<file path="src/rtl/delay_line_v3_pkg.sv">
// Shared constants and helpers for the multi-lane delay line.
package delay_pkg;

  // Hard upper bound on the number of register stages.
  localparam int MAX_DEPTH_LIMIT = 64;

  // Map a requested delay onto the legal range 1..max_depth.
  function automatic int clamp_delay(input int sel, input int max_depth);
    if (sel < 1)         return 1;
    if (sel > max_depth) return max_depth;
    return sel;
  endfunction

  // LSB position of a lane inside a packed multi-lane word.
  function automatic int lane_lsb(input int lane, input int bitsize);
    return lane * bitsize;
  endfunction

endpackage

</file>
<file path="src/rtl/delay_line_v3_stage.sv">
// One delay-line stage: a data register plus its valid bit.
module delay_stage #(
  parameter int W = 20
) (
  input  logic         clk,
  input  logic         rst_n,
  input  logic         i_en,
  input  logic         i_flush,
  input  logic [W-1:0] i_data,
  input  logic         i_valid,
  output logic [W-1:0] o_data,
  output logic         o_valid
);

  logic [W-1:0] r_data;
  logic         r_valid;

  // Flush clears the valid bit only; data advances on en unless a flush is in progress.
  always_ff @(posedge clk or negedge rst_n) begin
    // NOTE: data registers are reset too, so out_data reads 0 during and after reset.
    if (!rst_n) begin
      r_data  <= '0;
      r_valid <= 1'b0;
    end else begin
      // NOTE: non-blocking assignments let every stage sample its neighbour's old value.
      if (i_flush)   r_valid <= 1'b0;
      else if (i_en) r_valid <= i_valid;
      if (i_en && !i_flush) r_data <= i_data;
    end
  end

  assign o_data  = r_data;
  assign o_valid = r_valid;

endmodule

</file>
<file path="src/rtl/delay_line_v3.sv">
// Multi-lane delay line with run-time selectable tap, stall, flush and busy tracking.
module delay_line_v3
  import delay_pkg::*;
#(
  parameter  int BITSIZE   = 20,
  parameter  int LANES     = 1,
  parameter  int MAX_DEPTH = 8,
  localparam int DELW      = $clog2(MAX_DEPTH + 1),
  localparam int W         = LANES * BITSIZE
) (
  input  logic            clk,
  input  logic            rst_n,
  input  logic            en,
  input  logic            flush,
  input  logic [DELW-1:0] delay_sel,
  input  logic            in_valid,
  input  logic [W-1:0]    in_data,
  output logic            out_valid,
  output logic [W-1:0]    out_data,
  output logic            busy
);

  if (MAX_DEPTH < 1 || MAX_DEPTH > MAX_DEPTH_LIMIT) begin : g_bad_depth
    $error("delay_line_v3: MAX_DEPTH must be in 1..64");
  end

  logic [W-1:0]         w_stage_data [MAX_DEPTH];
  logic [MAX_DEPTH-1:0] w_stage_valid;
  int                   w_tap;

  for (genvar k = 0; k < MAX_DEPTH; k++) begin : g_stage
    logic [W-1:0] w_prev_data;
    logic         w_prev_valid;

    if (k == 0) begin : g_head
      assign w_prev_data  = in_data;
      assign w_prev_valid = in_valid;
    end else begin : g_chain
      assign w_prev_data  = w_stage_data[k-1];
      assign w_prev_valid = w_stage_valid[k-1];
    end

    delay_stage #(.W(W)) u_stage (
      .clk     (clk),
      .rst_n   (rst_n),
      .i_en    (en),
      .i_flush (flush),
      .i_data  (w_prev_data),
      .i_valid (w_prev_valid),
      .o_data  (w_stage_data[k]),
      .o_valid (w_stage_valid[k])
    );
  end

  // Zero-based index of the stage whose contents drive the outputs.
  assign w_tap = clamp_delay(int'(delay_sel), MAX_DEPTH) - 1;

  // Combinational tap mux over the registered stages; no output register.
  always_comb begin
    // NOTE: defaults first so no path through the loop can infer a latch.
    out_data  = '0;
    out_valid = 1'b0;
    for (int k = 0; k < MAX_DEPTH; k++) begin
      if (k == w_tap) begin
        out_data  = w_stage_data[k];
        out_valid = w_stage_valid[k];
      end
    end
  end

  assign busy = |w_stage_valid;

endmodule
</file>
<file path="config.mk">
export PLATFORM = sky130hd
export DESIGN_NAME = delay_line_v3
export DESIGN_NICKNAME = d
export VERILOG_FILES = /design/src/rtl/delay_line_v3_pkg.sv /design/src/rtl/delay_line_v3_stage.sv /design/src/rtl/delay_line_v3.sv
export SDC_FILE = /design/constraint.sdc
export NUM_CORES = 1
export LEC_CHECK = 0
export CAP_MARGIN = 20
export CELL_PAD_IN_SITES_DETAIL_PLACEMENT = 2
export CELL_PAD_IN_SITES_GLOBAL_PLACEMENT = 2
export CORE_ASPECT_RATIO = 0.6
export CORE_UTILIZATION = 35
export DETAILED_ROUTE_END_ITERATION = 10
export GPL_ROUTABILITY_DRIVEN = 1
export GPL_TIMING_DRIVEN = 1
export PLACE_DENSITY = 0.66
export SYNTH_ARGS = -nofsm -noshare
export SYNTH_HDL_FRONTEND = slang
export SYNTH_HIERARCHICAL = 1
export SYNTH_SLANG_ARGS = --single-unit
</file>
<file path="constraint.sdc">
create_clock -name clk -period 5.2 [get_ports clk]
set_clock_uncertainty 0.2 [all_clocks]
set_input_delay 1.56 -clock clk [delete_from_list [all_inputs] [get_ports clk]]
set_output_delay 1.56 -clock clk [all_outputs]
set_load 0.03 [all_outputs]
</file>
==> impl_metrics.env, run 1 <==
export IMPL_n_antenna_cell=0
export IMPL_drv_cap=0
export IMPL_wire_per_inst_um=24.9
export IMPL_portBuffers=50
export IMPL_drc=0
export IMPL_multiInputGateArea_um2=4350
export IMPL_drtIter0Drc=164
export IMPL_worstMarginPinSlew_ns=0.926
export IMPL_fin_ws_ns=0.0275
export IMPL_slew_headroom=0.381
export IMPL_finalSetupTns_ns=0
export IMPL_startpoint_type="input pin"
export IMPL_n_fill_cell=2212
export IMPL_async_flop_share=1.00
export IMPL_drt_first_pass_iters=4
export IMPL_reg2regPathDepth=1
export IMPL_netlist_instances=585
export IMPL_period_minus_slack_ns=5.17
export IMPL_synth_seq_area_share=0.494
export IMPL_r2r_start="g_stage[0].u_stage/o_data[17]$_DFFE_PN0P_"
export IMPL_period_share=0.995
export IMPL_place_hpwl_um=17200
export IMPL_fmax_mhz=193
export IMPL_power_leakage_nw=4.82
export IMPL_synth_top_cell_area_share=0.494
export IMPL_synth_main_ff_cell="dfrtp_1"
export IMPL_via_count=5373
export IMPL_cts_buffers=17
export IMPL_hold_depth=1
export IMPL_wirelength_um=25000
export IMPL_clock_latency_ns=0.44
export IMPL_min_from="g_stage[7].u_stage/o_data[3]$_DFFE_PN0P_"
export IMPL_cp_end_kind="primary output"
export IMPL_hp_class="register to register"
export IMPL_h_tree_depth=4
export IMPL_row_count=43
export IMPL_cts_tree="done"
export IMPL_cts_root_buf="clkbuf_16"
export IMPL_grt_pass1_wl_um=38700
export IMPL_rsz0062_at_grt="true"
export IMPL_rrSetupSlack_ns=4.11
export IMPL_ir_worst_vdd_uv=145
export IMPL_ys_top_cells_by_count="dfrtp_1, mux2_4, mux2i_1"
export IMPL_cts_sinks=168
export IMPL_dp_slack_ns=-0.463
export IMPL_final_nets=706
export IMPL_synth_nets=615
export IMPL_crit_arrival_ns=3.41
export IMPL_cp_required_ns=3.44
export IMPL_pwr_density_cell_nw_per_um2=461
export IMPL_routabilityCongestion=0.776
export IMPL_synth_edf_count=0
export IMPL_hold_viol=0
export IMPL_reg2reg_to="g_stage[0].u_stage/o_data[17]$_DFFE_PN0P_"
export IMPL_seq_area_um2=4200
export IMPL_grt_overflow_total=0
export IMPL_chipWidth_um=203
export IMPL_status="completed"
export IMPL_grt_start_max_net_pins=79
export IMPL_fin_area_um2=10800
export IMPL_core_area_um2=23500
export IMPL_yosysMostFrequentCell="dfrtp_1"
export IMPL_final_max_slew_viol_count=0
export IMPL_final_antenna_net_count=0
export IMPL_die_y_um=123
export IMPL_viasPerCell=5.35
export IMPL_ys_warn_count=6
export IMPL_critPathKind="input pin to primary output"
export IMPL_ys_seq_elements=168
export IMPL_initial_core_util=0.363
export IMPL_min_to="g_stage[7].u_stage/o_data[3]$_DFFE_PN0P_"
export IMPL_path_clk_slew_ns=0.07
export IMPL_setup_violations=0
export IMPL_synthTopCellsByArea="dfrtp_1, mux2_4, mux2i_1, buf_6, mux2_2"
export IMPL_drive_above_1_share=0.525
export IMPL_syn_area_per_cell_um2=14.5
export IMPL_num_io_pins=51
export IMPL_grt_pass1_vias=6038
export IMPL_dieArea_um2=25000
export IMPL_place_area_um2=9990
export IMPL_cts_path_max_buffers=2
export IMPL_synth_top_cell_by_area="dfrtp_1"
export IMPL_worst_path_max_fanout=15
export IMPL_area_delta_synth_final_pct=27.4
export IMPL_antenna_found_initial=0
export IMPL_syn_area_um2=8510
export IMPL_yosysUniqueCellTypes=39
export IMPL_grt_total_usage=0.212
[cells by family (layout without fill, tap and decap cells)]
logic type                 after synthesis  after routing  synth area share
buffers and inverters                   40            144            0.0371
DFF                                    168            168             0.494
and+or+nand+nor                         91             91            0.0740
muxes                                  198            198             0.329
AOI/OAI and AO/OA                       87             87            0.0645
adders and majority gates                1              1           0.00147
[metal layers]
layer,global-route usage,wire length [µm],vias to the layer above,share of wire
met5,0,0,-,0
met4,0.0616,364,0,0.015
met3,0.0388,913,27,0.037
met2,0.332,11700,89,0.47
met1,0.301,12100,2908,0.48
li1,-,-,2349,-
[per-stage QoR]
step | power, mW | hold slack [ns] | util | instances
final | 5.00 | 0.311 | 0.462 | 1004
after global routing | 5.23 | 0.332 | 0.462 | 1004
after floorplan | 3.14 | 0.282 | - | 585
after CTS | 5.03 | 0.315 | 0.456 | 999
after detailed placement | 3.63 | 0.296 | 0.426 | 966
after global placement | 3.53 | 0.296 | 0.426 | 966
[layout make-up]
| cell class | instances | share of cell area |
|---|---|---|
| clock buffer | 21 | 0.0434 |
| clock inverter | 11 | 0.0135 |
| inverter | 1 | 0.000346 |
| multi-input combinational | 377 | 0.401 |
| sequential | 168 | 0.388 |
| tap | 315 | 0.0363 |
| timing repair buffer | 111 | 0.118 |
[sequential cells by signal, summed over array words and instances, names as in the netlist]
name,flops
g_stage.u_stage/o_data,160
g_stage.u_stage/o_valid,8
[layout by cell type (no fill, tap or decap), types with 3 or more instances in the layout]
cell / netlist / final
dfrtp_1: 168 / 168
o21ai_2: 0 / 4
and3_1: 8 / 8
a21oi_2: 0 / 6
clkinv_2: 0 / 3
mux2_4: 160 / 160
bufinv_16: 0 / 3
buf_12: 0 / 26
a22oi_2: 0 / 5
or2_2: 5 / 4
nor2b_4: 8 / 8
mux2i_1: 25 / 25
clkbuf_8: 0 / 3
clkbuf_16: 0 / 17
nor3_2: 1 / 3
a221oi_1: 4 / 3
nand2_1: 5 / 5
mux2_2: 13 / 13
or3b_2: 11 / 11
a31oi_4: 0 / 11
nor4_1: 6 / 4
nor3_1: 15 / 12
o22ai_2: 0 / 6
clkinv_4: 0 / 3
o22ai_1: 23 / 17
buf_4: 1 / 44
a21oi_1: 19 / 13
nor2_1: 15 / 13
buf_6: 20 / 12
clkdlybuf4s50_1: 0 / 24
a22oi_1: 19 / 14
[how the worst max path moves through the flow]
| stage | from | endpoint | slack (ns) | depth (start not counted) |
|---|---|---|---|---|
| floorplan | delay_sel[3] | out_data[10] | 0.02 | 10 |
| global route | delay_sel[3] | out_data[15] | -0.02 | 11 |
| finish | delay_sel[0] | out_data[0] | 0.03 | 8 |
| CTS | delay_sel[3] | out_data[5] | 0.002 | 9 |
| detailed placement | delay_sel[3] | out_data[5] | -0.46 | 9 |
| global placement | delay_sel[3] | out_valid | -0.41 | 9 |
[report_power, final]
part / total [mW] / internal [mW] / switching (mW)
clock network: 1.34 / 0.793 / 0.543
registers: 2.26 / 1.80 / 0.462
logic: 1.40 / 0.941 / 0.463
total: 5.00 / 3.53 / 1.47
[critical path, cell delays in order]
cell           delay (ns)
dlygate4sd2_1        0.40
buf_4                0.25
and4b_2              0.33
nand2_1              0.12
buf_12               0.18
o22ai_1              0.23
o22ai_2              0.15
buf_12               0.17
[timing repair]
| item | in CTS | in global routing |
|---|---|---|
| hold buffers | 0 | 0 |
| buffers inserted | 1 | 5 |
| gates cloned | 0 | 0 |
| endpoints found under the setup margin | 21 | 21 |
| gates resized for setup | 28 | 25 |
| pin swaps | 12 | 12 |
Power figures use the tool's default switching activity.
==> run 2, diff against run 1 <==
--- a/config.mk
+++ b/config.mk
@@ -10,9 +10,10 @@
 export CELL_PAD_IN_SITES_GLOBAL_PLACEMENT = 2
 export CORE_ASPECT_RATIO = 0.6
 export CORE_UTILIZATION = 35
+export CTS_BUF_LIST = sky130_fd_sc_hd__clkbuf_8 sky130_fd_sc_hd__clkbuf_16
 export DETAILED_ROUTE_END_ITERATION = 10
 export GPL_ROUTABILITY_DRIVEN = 1
-export GPL_TIMING_DRIVEN = 1
+export GPL_TIMING_DRIVEN = 0
 export PLACE_DENSITY = 0.66
 export SYNTH_ARGS = -nofsm -noshare
 export SYNTH_HDL_FRONTEND = slang
==> run 2 against run 1 <==
The flow now finishes with violations (setup timing). Sequential power is essentially flat. Design area grew 1.7%. Total power shrank 1.2%. Fmax shrank 1.5%. Global-route usage grew 1.2 points. Largest power group unchanged. Highest routed layer unchanged.
==> impl_metrics.env, run 2 (synthesized netlist as in run 1, its figures left out) <==
export IMPL_status="finished with violations"
export IMPL_violations="setup timing"
export IMPL_power_switching_mw=1.50
export IMPL_cp_end_kind="primary output"
export IMPL_fmax_mhz=190
export IMPL_grt_busiest_layer="met2"
export IMPL_pwr_density_cell_nw_per_um2=448
export IMPL_drc=0
export IMPL_grt_pass1_vias=6122
export IMPL_drtIter0Drc=230
export IMPL_dieArea_um2=25000
export IMPL_finalSetupTns_ns=-0.183
export IMPL_cts_sinks=168
export IMPL_grt_pass1_wl_um=40500
export IMPL_clock_latency_ns=0.44
export IMPL_crit_path_top_delay_cell="or3b_4"
export IMPL_critPathKind="input pin to primary output"
export IMPL_chipWidth_um=203
export IMPL_hp_class="register to register"
export IMPL_worstPathCellList="buf_12, clkbuf_16, inv_6, ha_4, or3b_4, nor3_4, buf_6, buf_12, a22oi_2, a31oi_4, buf_6"
export IMPL_clkPwrFrac=0.255
export IMPL_power_frac_seq=0.460
export IMPL_area_delta_synth_final_pct=29.6
export IMPL_ctsHoldBuffers=0
export IMPL_globalRouteMet3Util=0.0420
export IMPL_core_area_um2=23500
export IMPL_path_clk_slew_ns=0.07
export IMPL_grt_util_met1=0.327
export IMPL_wire_per_inst_um=26.7
export IMPL_wirelength_um=27000
export IMPL_final_antenna_net_count=0
export IMPL_final_util=0.470
export IMPL_h_tree_depth=4
export IMPL_fin_cells=1012
export IMPL_crit_arrival_ns=3.49
export IMPL_startpoint_type="input pin"
export IMPL_fin_ws_ns=-0.0520
export IMPL_cts_path_max_buffers=2
export IMPL_period_minus_slack_ns=5.25
export IMPL_largest_reg_flops=160
export IMPL_routabilityCongestion=0.774
export IMPL_cts_tree="done"
export IMPL_cts_root_buf="clkbuf_16"
export IMPL_place_hpwl_um=17300
export IMPL_drt_first_pass_iters=4
export IMPL_worst_path_max_fanout=5
export IMPL_ir_worst_vdd_uv=199
export IMPL_final_nets=714
export IMPL_antenna_found_initial=0
export IMPL_p_sw_frac=0.304
export IMPL_use_met2=0.344
export IMPL_hold_viol=0
export IMPL_die_y_um=123
export IMPL_period_share=1.01
export IMPL_drive_above_1_share=0.575
export IMPL_row_count=43
export IMPL_worstMarginPinSlew_ns=1.11
export IMPL_internal_power_mw=3.44
export IMPL_cp_required_ns=3.44
export IMPL_final_max_slew_viol_count=0
export IMPL_viasPerCell=5.30
export IMPL_combPwrFrac=0.285
export IMPL_cpPeakStageDelay_ns=0.47
export IMPL_via_count=5366
export IMPL_dpl_cell_count=949
export IMPL_power_mw=4.94
export IMPL_final_cell_mix="dfrtp_1, mux2_4, buf_6"
export IMPL_grt_total_usage=0.225
export IMPL_grt_start_max_net_pins=103
export IMPL_setup_violations=7
export IMPL_cts_buffers=17
export IMPL_portBuffers=48
export IMPL_slew_headroom=0.259
export IMPL_grt_overflow_total=0
export IMPL_initial_core_util=0.363
export IMPL_num_io_pins=51
export IMPL_drv_cap=0
export IMPL_final_common_cell="dfrtp_1"
export IMPL_n_fill_cell=2219
export IMPL_rsz0062_at_grt="true"
export IMPL_n_antenna_cell=0
export IMPL_power_leakage_nw=4.88
==> run 2: what timing repair did <==
action / 4_1_cts / 5_1_grt
gates resized for setup: 237 / 51
endpoints found under the hold margin: 0 / 0
buffers inserted: 21 / 11
pin swaps: 24 / 20
cloned: 3 / 0
setup endpoints to repair: 21 / 21
==> run 2: layer usage <==
| metal | part of all wire | vias to the layer above |
|---|---|---|
| li1 | - | 2370 |
| met1 | 0.49 | 2871 |
| met2 | 0.45 | 99 |
| met3 | 0.044 | 26 |
| met4 | 0.013 | 0 |
| met5 | 0 | - |
==> run 2: per-stage QoR <==
| step | instance area, µm² | hold WS (ns) | setup WS (ns) |
|---|---|---|---|
| floorplan | 8730 | 0.282 | 0.0245 |
| global placement | 9610 | 0.297 | -4.80 |
| detailed placement | 9640 | 0.297 | -1.91 |
| CTS | 10800 | 0.319 | -0.232 |
| global route | 11000 | 0.337 | -0.103 |
| finish | 11000 | 0.314 | -0.0520 |
==> run 2: critical path: cells and delay by family <==
kind	cells	cell delay, ns
and+or+nand+nor	2	0.67
buffers and inverters	6	0.68
AOI/OAI and AO/OA	2	0.30
adders and majority gates	1	0.27
==> run 2: power groups by stage <==
stage | Clock [mW] | Combinational [mW] | Sequential (mW)
2_1_floorplan | 0 | 1.06 | 2.08
4_1_cts | 1.29 | 1.39 | 2.25
3_5_place_dp | 0 | 1.32 | 2.25
5_1_grt | 1.33 | 1.49 | 2.33
3_3_place_gp | 0 | 1.26 | 2.20
6_report | 1.26 | 1.41 | 2.27
==> run 2: path summary, 6_finish.rpt <==
path                                                           start                                         to  cells past startpoint  slack [ns]
hold reg to reg             g_stage[7].u_stage/o_data[3]$_DFFE_PN0P_   g_stage[7].u_stage/o_data[3]$_DFFE_PN0P_                      1        0.31
max in group asynchronous                                      rst_n  g_stage[0].u_stage/o_data[18]$_DFFE_PN0P_                      2        3.01
setup reg to reg           g_stage[0].u_stage/o_data[15]$_DFFE_PN0P_  g_stage[1].u_stage/o_data[15]$_DFFE_PN0P_                      1        4.09
setup / recovery                                        delay_sel[3]                                out_data[5]                     11       -0.05
hold / removal              g_stage[7].u_stage/o_data[3]$_DFFE_PN0P_   g_stage[7].u_stage/o_data[3]$_DFFE_PN0P_                      1        0.31
min in group asynchronous                                      rst_n   g_stage[6].u_stage/o_data[0]$_DFFE_PN0P_                      1        0.94
==> run 2: final cells by class <==
| cell class | instances | area [µm²] | share of cell area |
|---|---|---|---|
| inverter | 1 | 8.76 | 0.000794 |
| tap | 315 | 394 | 0.0357 |
| clock buffer | 18 | 439 | 0.0398 |
| sequential | 168 | 4200 | 0.381 |
| timing repair buffer | 83 | 858 | 0.0778 |
| clock inverter | 14 | 136 | 0.0124 |
| buffer | 36 | 423 | 0.0383 |
| multi-input combinational | 377 | 4570 | 0.414 |
==> RTL change: new RTL, config.mk and constraints of run 2 <==
Set the parameter `BITSIZE` to 24 (it was 20).
--- a/src/rtl/delay_line_v3.sv
+++ b/src/rtl/delay_line_v3.sv
@@ -3,5 +3,5 @@
   import delay_pkg::*;
 #(
-  parameter  int BITSIZE   = 20,
+  parameter  int BITSIZE   = 24,
   parameter  int LANES     = 1,
   parameter  int MAX_DEPTH = 8,
Interface: changed (resized in_data and out_data); port bits go from 51 to 59. No check against the original RTL was run, so the function may have changed too.
==> RTL change against run 2 <==
The run ends with design-rule violations, negative setup slack left; routed wire length grew 19%; total power grew 13%; synthesized area grew 17%; setup slack lost 86 ps; final area grew 15%; sequential cell count grew 32; utilization shrank 1.3 points; register-to-register slack gained 60 ps; critical path type unchanged; critical endpoint is now out_data[4]; highest routed layer unchanged.
==> RTL change: results (changes against run 2) <==
Congestion Overflow GR 0 (unchanged); sequential-to-total area share from yosys stat 50.1% (was 49.4%); Leakage 5.61 nW (was 4.88 nW); # setup viols final 24 (was 7); min setup slack post-route -138 ps (was -52.0 ps); Slew headroom 27.9% (was 25.9%); WL final 32200 um (was 27000 um); share of layout cells above drive strength 1 55.6% (was 57.5%); setup_tns -1830 ps (was -183 ps); most common library cells after synthesis dfrtp_1, mux2_4, mux2_2 (was dfrtp_1, mux2_4, mux2i_1); reg2reg setup slack 4150 ps (was 4090 ps); Max rail drop VDD 0.212 mV (was 0.199 mV); CTS Buffer Depth 2 (unchanged); slowest CP cell or3b_4 (unchanged); final net count 815 (was 714); synth top area cells dfrtp_1, mux2_4, mux2_2 (was dfrtp_1, mux2_4, mux2i_1); final antenna-violating net count 0 (unchanged); H-tree Lvls 4 (unchanged); Netlist cell types 45 (was 39); hold path startpoint g_stage[7].u_stage/o_data[23] (was g_stage[7].u_stage/o_data[3]); Initial DRT Pass Iterations 7 (was 4); pin count of the biggest net entering global routing 119 (was 103); Placed Area 11200 um2 (was 9640 um2); Ys Warns 6 (unchanged); Top FF cell, synth dfrtp_1 (unchanged); r2r endpoint g_stage[0].u_stage/o_data[14] (was g_stage[1].u_stage/o_data[15]); TritonCTS Buffers 17 (unchanged); failing checks design-rule violations, negative setup slack (was negative setup slack); CTS Root Cell clkbuf_16 (unchanged); Mean Syn Cell Area 14.9 um2 (was 14.5 um2); CP max FO 10 (was 5); post-route non-filler standard cell count 1158 (was 1012); clk_lat worst skew 460 ps (was 440 ps); CP Data Arrival Time 3580 ps (was 3490 ps); Fin Hold WS 317 ps (was 314 ps); DP Cell Count 1097 (was 949); Net Count, Synth 704 (was 615); max FFs per register 192 (was 160); hpwl dp 21200 um (was 17300 um); Reg2Reg Depth 1 (unchanged); first-pass GRT wire length 48700 um (was 40500 um); hold depth 1 (unchanged); Setup WS pre-CTS -2140 ps (was -1910 ps); share of synthesized registers carrying an async set or reset 100% (unchanged); Final Hold Vio Count 0 (unchanged); drt initial violations 457 (was 230); clk slew on worst S/H paths 70 ps (about the same); # DRC 10 (was 0); IO Port Bufs 57 (was 48); detailed-route vias per instance 5.47 (was 5.30); status complete, but fails checks (unchanged); hold path endpoint g_stage[7].u_stage/o_data[23] (was g_stage[7].u_stage/o_data[3]); Max stage delay on crit path 460 ps; initial antenna violation count 1 (was 0); vias in the first global route 7397 (was 6122); GPL Wtd Cong 0.808 (was 0.774); Worst R2R Start g_stage[0].u_stage/o_data[14] (was g_stage[0].u_stage/o_data[15]); Overall Global Routing Usage 23.1% (was 22.5%)
[RTL change: cell count changes after synthesis, moves of 11 or more]
cell	delta
mux2_2	+30
a22oi_1	+13
buf_12	+16
or3b_2	-11
buf_6	-12
dfrtp_1	+32
[RTL change: cell type report]
cell class / instances / area (um2)
timing repair buffer: 96 / 975
buffer: 48 / 646
clock inverter: 11 / 101
tap: 367 / 459
clock buffer: 18 / 439
fill: 2562 / 15100
inverter: 3 / 15.0
sequential: 200 / 5000
multi-input combinational: 415 / 5070
[RTL change: cell families after synthesis]
logic type	Yosys count	share of synthesized area (%)
buf+inv	55	5.45
simple gates	75	5.05
fa+ha+maj	1	0.125
mux	221	30.7
compound gates	118	8.56
flops	200	50.1
[RTL change: layer usage]
layer	track usage [%]	up-vias	routed length, um
li1	-	2741	-
met4	7.78	0	606
met5	0	-	0
met3	4.28	40	1460
met2	35.7	112	15000
met1	32.6	3442	15200
[RTL change: worst max-delay path by stage]
stage	startpoint	endpoint	slack, ps
final	delay_sel[3]	out_data[4]	-140
after global routing	delay_sel[3]	out_data[2]	-190
after CTS	delay_sel[3]	out_data[2]	-200
after detailed placement	delay_sel[3]	out_data[6]	-2140
after global placement	rst_n	g_stage[0].u_stage/o_data[21]	-5980
after floorplan	delay_sel[3]	out_data[12]	-4
[RTL change: where the power goes]
group          switching [mW]  internal, mW  leakage (nW)
clock network           0.621         0.666         0.262
registers               0.562          2.14          2.42
logic                   0.561          1.02          2.93
total                    1.74          3.83          5.61
[RTL change: what timing repair did]
| action | CTS | global route |
|---|---|---|
| buffers inserted | 25 | 11 |
| endpoints found under the setup margin | 25 | 25 |
| pin swaps | 17 | 21 |
| resized for setup | 256 | 69 |
[RTL change: worst max-delay path, delay by kind of cell]
| family | cells | cell delay (ps) |
|---|---|---|
| fa+ha+maj | 1 | 310 |
| buf+inv | 5 | 660 |
| compound gates | 3 | 570 |
| simple gates | 1 | 460 |
